[src/rtl/saed32_128x8_port_arbiter.sv]
// -----------------------------------------------------------------------------
// saed32_128x8_port_arbiter
//
// Round-robin arbiter that shares one dual-port 128x8 SRAM wrapper
// (wrap_saed32_128x8, ports 0 and 1) among N_REQ local requesters.
//
// Each cycle the arbiter can grant up to two requests, one on each SRAM port.
// The SRAM drive signals are registered. Read data goes back to the requester
// that owns it exactly two cycles after the request/grant handshake.
//
// Ports
//   clk, rst_n          rising-edge clock, asynchronous active-low reset
//   req[N_REQ]          per-requester request
//   we[N_REQ]           1 = write, 0 = read (qualified by req)
//   addr, wdata, wmask  flattened per-requester fields (slice i = requester i)
//   gnt[N_REQ]          combinational grant; req & gnt = accepted this cycle
//   rvalid, rdata       read return, rdata slice i valid only with rvalid[i]
//   a0/a1 d0/d1 wem0/wem1 we0/we1 ce0/ce1
//                       registered SRAM port drive
//   q0/q1               SRAM read data, valid the cycle after ce was sampled
// -----------------------------------------------------------------------------
module saed32_128x8_port_arbiter #(
  parameter int N_REQ  = 4,   // 2..8 (owner tags are 3 bits)
  parameter int ADDR_W = 7,
  parameter int DATA_W = 8
) (
  input  logic                     clk,
  input  logic                     rst_n,
  input  logic [N_REQ-1:0]         req,
  input  logic [N_REQ-1:0]         we,
  input  logic [N_REQ*ADDR_W-1:0]  addr,
  input  logic [N_REQ*DATA_W-1:0]  wdata,
  input  logic [N_REQ*DATA_W-1:0]  wmask,
  output logic [N_REQ-1:0]         gnt,
  output logic [N_REQ-1:0]         rvalid,
  output logic [N_REQ*DATA_W-1:0]  rdata,
  output logic [ADDR_W-1:0]        a0,
  output logic [ADDR_W-1:0]        a1,
  output logic [DATA_W-1:0]        d0,
  output logic [DATA_W-1:0]        d1,
  output logic [DATA_W-1:0]        wem0,
  output logic [DATA_W-1:0]        wem1,
  output logic                     we0,
  output logic                     we1,
  output logic                     ce0,
  output logic                     ce1,
  input  logic [DATA_W-1:0]        q0,
  input  logic [DATA_W-1:0]        q1
);

  // One registered SRAM port drive.
  typedef struct packed {
    logic              ce;
    logic              we;
    logic [ADDR_W-1:0] a;
    logic [DATA_W-1:0] d;
    logic [DATA_W-1:0] wem;
  } port_t;

  // Owner tag that follows a read down the two-cycle return pipeline.
  typedef struct packed {
    logic       vld;
    logic [2:0] owner;
  } tag_t;

  logic [2:0] ptr, ptr_nxt;
  logic [2:0] idx, win0, win1;
  logic       hit0, hit1;
  port_t      p0_nxt, p1_nxt, p0_q, p1_q;
  tag_t       tag1 [2];
  tag_t       tag2 [2];

  // (base + off) mod N_REQ, for off in 0..N_REQ. This also handles N_REQ that
  // is not a power of two.
  function automatic logic [2:0] wrap_idx(input logic [2:0] base, input int off);
    int s;
    s = int'(base) + off;
    if (s >= N_REQ) s = s - N_REQ;
    return s[2:0];
  endfunction

  function automatic logic [ADDR_W-1:0] addr_of(input logic [2:0] i);
    return addr[int'(i)*ADDR_W +: ADDR_W];
  endfunction

  function automatic logic [DATA_W-1:0] wdata_of(input logic [2:0] i);
    return wdata[int'(i)*DATA_W +: DATA_W];
  endfunction

  function automatic logic [DATA_W-1:0] wmask_of(input logic [2:0] i);
    return wmask[int'(i)*DATA_W +: DATA_W];
  endfunction

  // ---------------------------------------------------------------------------
  // Arbitration: scan from ptr. The first requester found takes port 0. The
  // next requester found takes port 1 unless it would touch port 0's address
  // with a write on either side; in that case it is skipped and the scan goes on.
  // ---------------------------------------------------------------------------
  always_comb begin
    // NOTE: every combinationally assigned signal gets a default first, so no
    // path through the block leaves it unassigned and a latch cannot be inferred.
    hit0 = 1'b0;
    hit1 = 1'b0;
    win0 = '0;
    win1 = '0;
    idx  = '0;
    for (int k = 0; k < N_REQ; k++) begin
      idx = wrap_idx(ptr, k);
      if (req[idx]) begin
        if (!hit0) begin
          hit0 = 1'b1;
          win0 = idx;
        end else if (!hit1 &&
                     !((addr_of(idx) == addr_of(win0)) && (we[idx] || we[win0]))) begin
          hit1 = 1'b1;
          win1 = idx;
        end
      end
    end
  end

  // The port-1 winner is always later in scan order than the port-0 winner,
  // so it is the last requester granted whenever it exists.
  always_comb begin
    ptr_nxt = ptr;
    if (hit1)      ptr_nxt = wrap_idx(win1, 1);
    else if (hit0) ptr_nxt = wrap_idx(win0, 1);
  end

  always_comb begin
    gnt = '0;
    if (rst_n) begin
      if (hit0) gnt[win0] = 1'b1;
      if (hit1) gnt[win1] = 1'b1;
    end
  end

  // Next SRAM drive for each port. An unused port issues ce = 0 and zero fields.
  always_comb begin
    p0_nxt = '0;
    p1_nxt = '0;
    if (hit0) begin
      p0_nxt.ce  = 1'b1;
      p0_nxt.we  = we[win0];
      p0_nxt.a   = addr_of(win0);
      p0_nxt.d   = wdata_of(win0);
      p0_nxt.wem = wmask_of(win0);
    end
    if (hit1) begin
      p1_nxt.ce  = 1'b1;
      p1_nxt.we  = we[win1];
      p1_nxt.a   = addr_of(win1);
      p1_nxt.d   = wdata_of(win1);
      p1_nxt.wem = wmask_of(win1);
    end
  end

  // ---------------------------------------------------------------------------
  // State: round-robin pointer, SRAM drive registers, and return tag pipeline.
  // Reset discards in-flight reads because it clears both tag stages.
  // ---------------------------------------------------------------------------
  always_ff @(posedge clk or negedge rst_n) begin
    if (!rst_n) begin
      ptr     <= '0;
      // NOTE: the address, data and mask registers are reset as well as the
      // enables, so the SRAM pins carry a known value straight out of reset.
      p0_q    <= '0;
      p1_q    <= '0;
      tag1[0] <= '0;
      tag1[1] <= '0;
      tag2[0] <= '0;
      tag2[1] <= '0;
    end else begin
      // NOTE: non-blocking assignments, so each stage samples the previous
      // stage's old value and the pipeline moves exactly one step per edge.
      ptr           <= ptr_nxt;
      p0_q          <= p0_nxt;
      p1_q          <= p1_nxt;
      tag1[0].vld   <= p0_nxt.ce & ~p0_nxt.we;
      tag1[0].owner <= win0;
      tag1[1].vld   <= p1_nxt.ce & ~p1_nxt.we;
      tag1[1].owner <= win1;
      tag2[0]       <= tag1[0];
      tag2[1]       <= tag1[1];
    end
  end

  assign ce0  = p0_q.ce;
  assign we0  = p0_q.we;
  assign a0   = p0_q.a;
  assign d0   = p0_q.d;
  assign wem0 = p0_q.wem;
  assign ce1  = p1_q.ce;
  assign we1  = p1_q.we;
  assign a1   = p1_q.a;
  assign d1   = p1_q.d;
  assign wem1 = p1_q.wem;

  // Return: the macro output is steered to the tag's owner. Both ports can
  // never point at the same owner, because a requester holds only one slot
  // per cycle.
  always_comb begin
    rvalid = '0;
    rdata  = '0;
    if (tag2[0].vld) begin
      rvalid[tag2[0].owner]                           = 1'b1;
      rdata[int'(tag2[0].owner)*DATA_W +: DATA_W]     = q0;
    end
    if (tag2[1].vld) begin
      rvalid[tag2[1].owner]                           = 1'b1;
      rdata[int'(tag2[1].owner)*DATA_W +: DATA_W]     = q1;
    end
  end

endmodule

[config.mk]
export PLATFORM = sky130hd
export DESIGN_NAME = saed32_128x8_port_arbiter
export DESIGN_NICKNAME = d
export VERILOG_FILES = /design/src/rtl/saed32_128x8_port_arbiter.sv
export SDC_FILE = /design/constraint.sdc
export NUM_CORES = 1
export LEC_CHECK = 0
export ABC_AREA = 1
export BUFFER_PORTS_ARGS = -buffer_cell sky130_fd_sc_hd__buf_4
export CAP_MARGIN = 15
export CELL_PAD_IN_SITES_DETAIL_PLACEMENT = 1
export CELL_PAD_IN_SITES_GLOBAL_PLACEMENT = 1
export CORE_MARGIN = 5
export CORE_UTILIZATION = 30
export DETAILED_ROUTE_END_ITERATION = 8
export GPL_ROUTABILITY_DRIVEN = 1
export PLACE_DENSITY = 0.73
export SLEW_MARGIN = 20
export SYNTH_ARGS = -nofsm -noshare
export SYNTH_HDL_FRONTEND = slang
export SYNTH_SLANG_ARGS = --single-unit
[constraint.sdc]
create_clock -name clk -period 10.1 [get_ports clk]
set_input_delay 1.01 -clock clk [delete_from_list [all_inputs] [get_ports clk]]
set_output_delay 1.01 -clock clk [all_outputs]
set_load 0.01 [all_outputs]
==> results.md <==
* Post-cts sizing count at 0
* Total CTS buffers at 9
* Grt ovf at 0
* Gr usage total at 23.1%
* Startpoint type of the worst setup path: flop
* Mapped Area at 0.00727 sq mm
* Max_cap viols at 0
* Slew Limit Fails at 0
* Die area at 0.0274 sq mm
* Worst Tran Pin Value at 1.01 ns
* Setup Viol. Count Final at 0
* Routed wire length at 33200 microns
* Synth area leader: dfrtp_1
* Port Buf Inserts at 207
* Initial antenna violation count at 1
* TritonCTS Sinks at 69
* EDFF count, synth at 0
* Achievable frequency at 126 MHz
* WHS Path Cells at 0
* RSZ-0062 raised after global routing: no
* Top cells by area, synth: dfrtp_1, nand2_1, nand3_1
* DRT iter0 DRCs at 584
* Crit Path Max Fanout at 56
* Post-synth top area share at 23.8%
* Ys async rst share at 100%
* Fin crit share at 78.6%
* Number of global-route vias before repair at 9309
* Die Wd at 166 microns
* Crit Path Class: flop to primary output
* Vias/cell at 5.33
* Detailed Place HPWL at 24700 microns
* Syn Nets at 1357
* Mean Syn Cell Area at 5.98 sq um
* Final net count at 1510
* GPL Wtd Cong at 0.978
* Drt drc at 0
* Setup Buffers After CTS at 0
* Clock transition at the registers of the reported paths at 0.06 ns
* TritonRoute pass-1 iters at 5
* Hold_buf cts at 0
* Outcome: completed
* Vias at 9059
* Layout area overhead at 27.0%
* Element type at the critical path end: primary output
* # IOs at 208
* Clk buf depth at 2
* Root Driver: clkbuf_16
* H-tree levels at 3
* Reg2Reg Depth at 23
* Remaining antenna violation count at 0
* Synthesized flop and latch total at 69
* Initial Util at 30.2%
* Syn Inst Count at 1216
* Site Rows at 57
* Critical Path RT at 9.09 ns
* Rel. slew slack at 31.9%
* Total Neg Setup Slack at 0 ns
* Largest net degree at the start of global routing at 71
* First-pass GRT wire length at 52000 microns
* Min Tclk post-route at 7.94 ns
* Ys flop type: dfrtp_1
* Drt wl/cell at 19.5 microns
* Worst-Skew Late Latency at 0.35 ns
* Filler Cell Count at 3259
* Synth unique cells at 47
* Worst min path class: flop to flop
* CTS tree: yes
* WP data arrival at 6.93 ns
* Die extent in y at 166 microns
* Syn. warnings at 0
* Sequential-to-total area share from yosys stat at 23.8%
* Core box area at 0.0241 sq mm
* Fin. Hold Viols at 0
* Final Skew at 0.00539 ns
* Share of layout cells above drive strength 1 at 19.9%
layout make-up:
| type | instances | area [sq um] | share of cell area [%] |
|---|---|---|---|
| flip-flops and latches | 69 | 1730 | 18.7 |
| inverters | 100 | 378 | 4.09 |
| clock inverters | 6 | 95.1 | 1.03 |
| clock buffers | 10 | 229 | 2.48 |
| well taps | 324 | 405 | 4.39 |
| diodes | 1 | 2.50 | 0.0271 |
| multi-input cells | 977 | 4810 | 52.0 |
| repair buffers | 212 | 1590 | 17.2 |
state kept, by name (all words and copies together) (netlist names):
name and count:
a0 7, a1 7, ce0 1, ce1 1
d0 8, d1 8, ptr 3, tag1 8
tag2 8, we0 1, we1 1, wem0 8
wem1 8
metal layers:
layer / wire length, microns / track usage (%) / vias up
li1: - / - / 4337
met1: 14500 / 29.4 / 4351
met2: 15600 / 38.8 / 296
met3: 1540 / 3.77 / 75
met4: 1500 / 9.65 / 0
met5: 0 / 0 / -
final timing paths:
path	slack (ns)	end	startpoint
max	2.16	gnt[3]	ptr[1]$_DFFE_PN0P_
min	0.35	tag2[3]$_DFF_PN0_	tag1[3]$_DFF_PN0_
max reg2reg	3.51	ptr[2]$_DFFE_PN0P_	ptr[1]$_DFFE_PN0P_
min reg2reg	0.35	tag2[3]$_DFF_PN0_	tag1[3]$_DFF_PN0_
max in group asynchronous	8.66	ptr[0]$_DFFE_PN0P_	rst_n
min in group asynchronous	0.80	d1[1]$_DFF_PN0_	rst_n
stage by stage:
stage / instance area, sq um / hold slack [ns] / util (%) / setup WS (ns) / std cells
after floorplan: 7270 / 0.331 / - / 5.11 / 1216
after global placement: 8910 / 0.334 / 37.0 / 2.65 / 1682
after detailed placement: 8910 / 0.336 / 37.0 / 2.60 / 1682
after CTS: 9230 / 0.350 / 38.3 / 2.21 / 1698
after global routing: 9240 / 0.362 / 38.3 / 1.61 / 1699
final: 9240 / 0.348 / 38.3 / 2.16 / 1699
Yosys cell counts, types with 12 or more instances:
library cell    n
clkbuf_1       29
ha_1           23
o211ai_1       15
o21ai_0        80
nor3_1         12
buf_4          12
o32ai_1        16
inv_1          86
nor2_1         98
a31oi_1        16
dfrtp_1        69
nand2_1       417
nand4_1        18
buf_2          19
a21oi_1        29
nand3_1       194
kinds of logic after synthesis:
logic type / after synthesis / synth area share, %
simple gates: 772 / 46.9
compound gates: 180 / 14.8
buf+inv: 170 / 10.4
flops: 69 / 23.8
fa+ha+maj: 23 / 3.96
xor+xnor: 2 / 0.241
layout by cell type (no fill, tap or decap), drive strengths merged, types with 10 or more instances in the layout:
master	synthesis	final
nor3	13	13
inv	97	98
nand3	201	201
o21ai	86	86
ha	23	23
nand4	19	19
buf	41	212
dfrtp	69	69
clkbuf	29	10
a21oi	31	31
o32ai	16	16
nor2	102	102
a31oi	16	16
o211ai	15	15
nand2	431	431
critical path, stage by stage, from the launching register on:
cell	delay, ns
dfrtp_1	0.85
inv_2	0.24
ha_1	0.84
inv_2	0.34
nand3_2	0.24
nand2_8	0.11
o21ai_2	0.52
nand2_1	0.11
o21ai_1	0.46
nand3_1	0.25
nand3_1	0.14
nand2_1	0.05
nand2_1	0.07
nor2_1	0.04
nand2_1	0.06
nor2_2	0.06
nor2_4	0.13
nand3_4	0.49
nand2_4	0.73
ha_1	0.26
ha_1	0.14
a22oi_1	0.06
nor2_1	0.17
buf_4	0.16
Power is left out: the tool's default activity adds up to more than one toggle a clock period on the data nets, which glitch-free logic cannot reach.
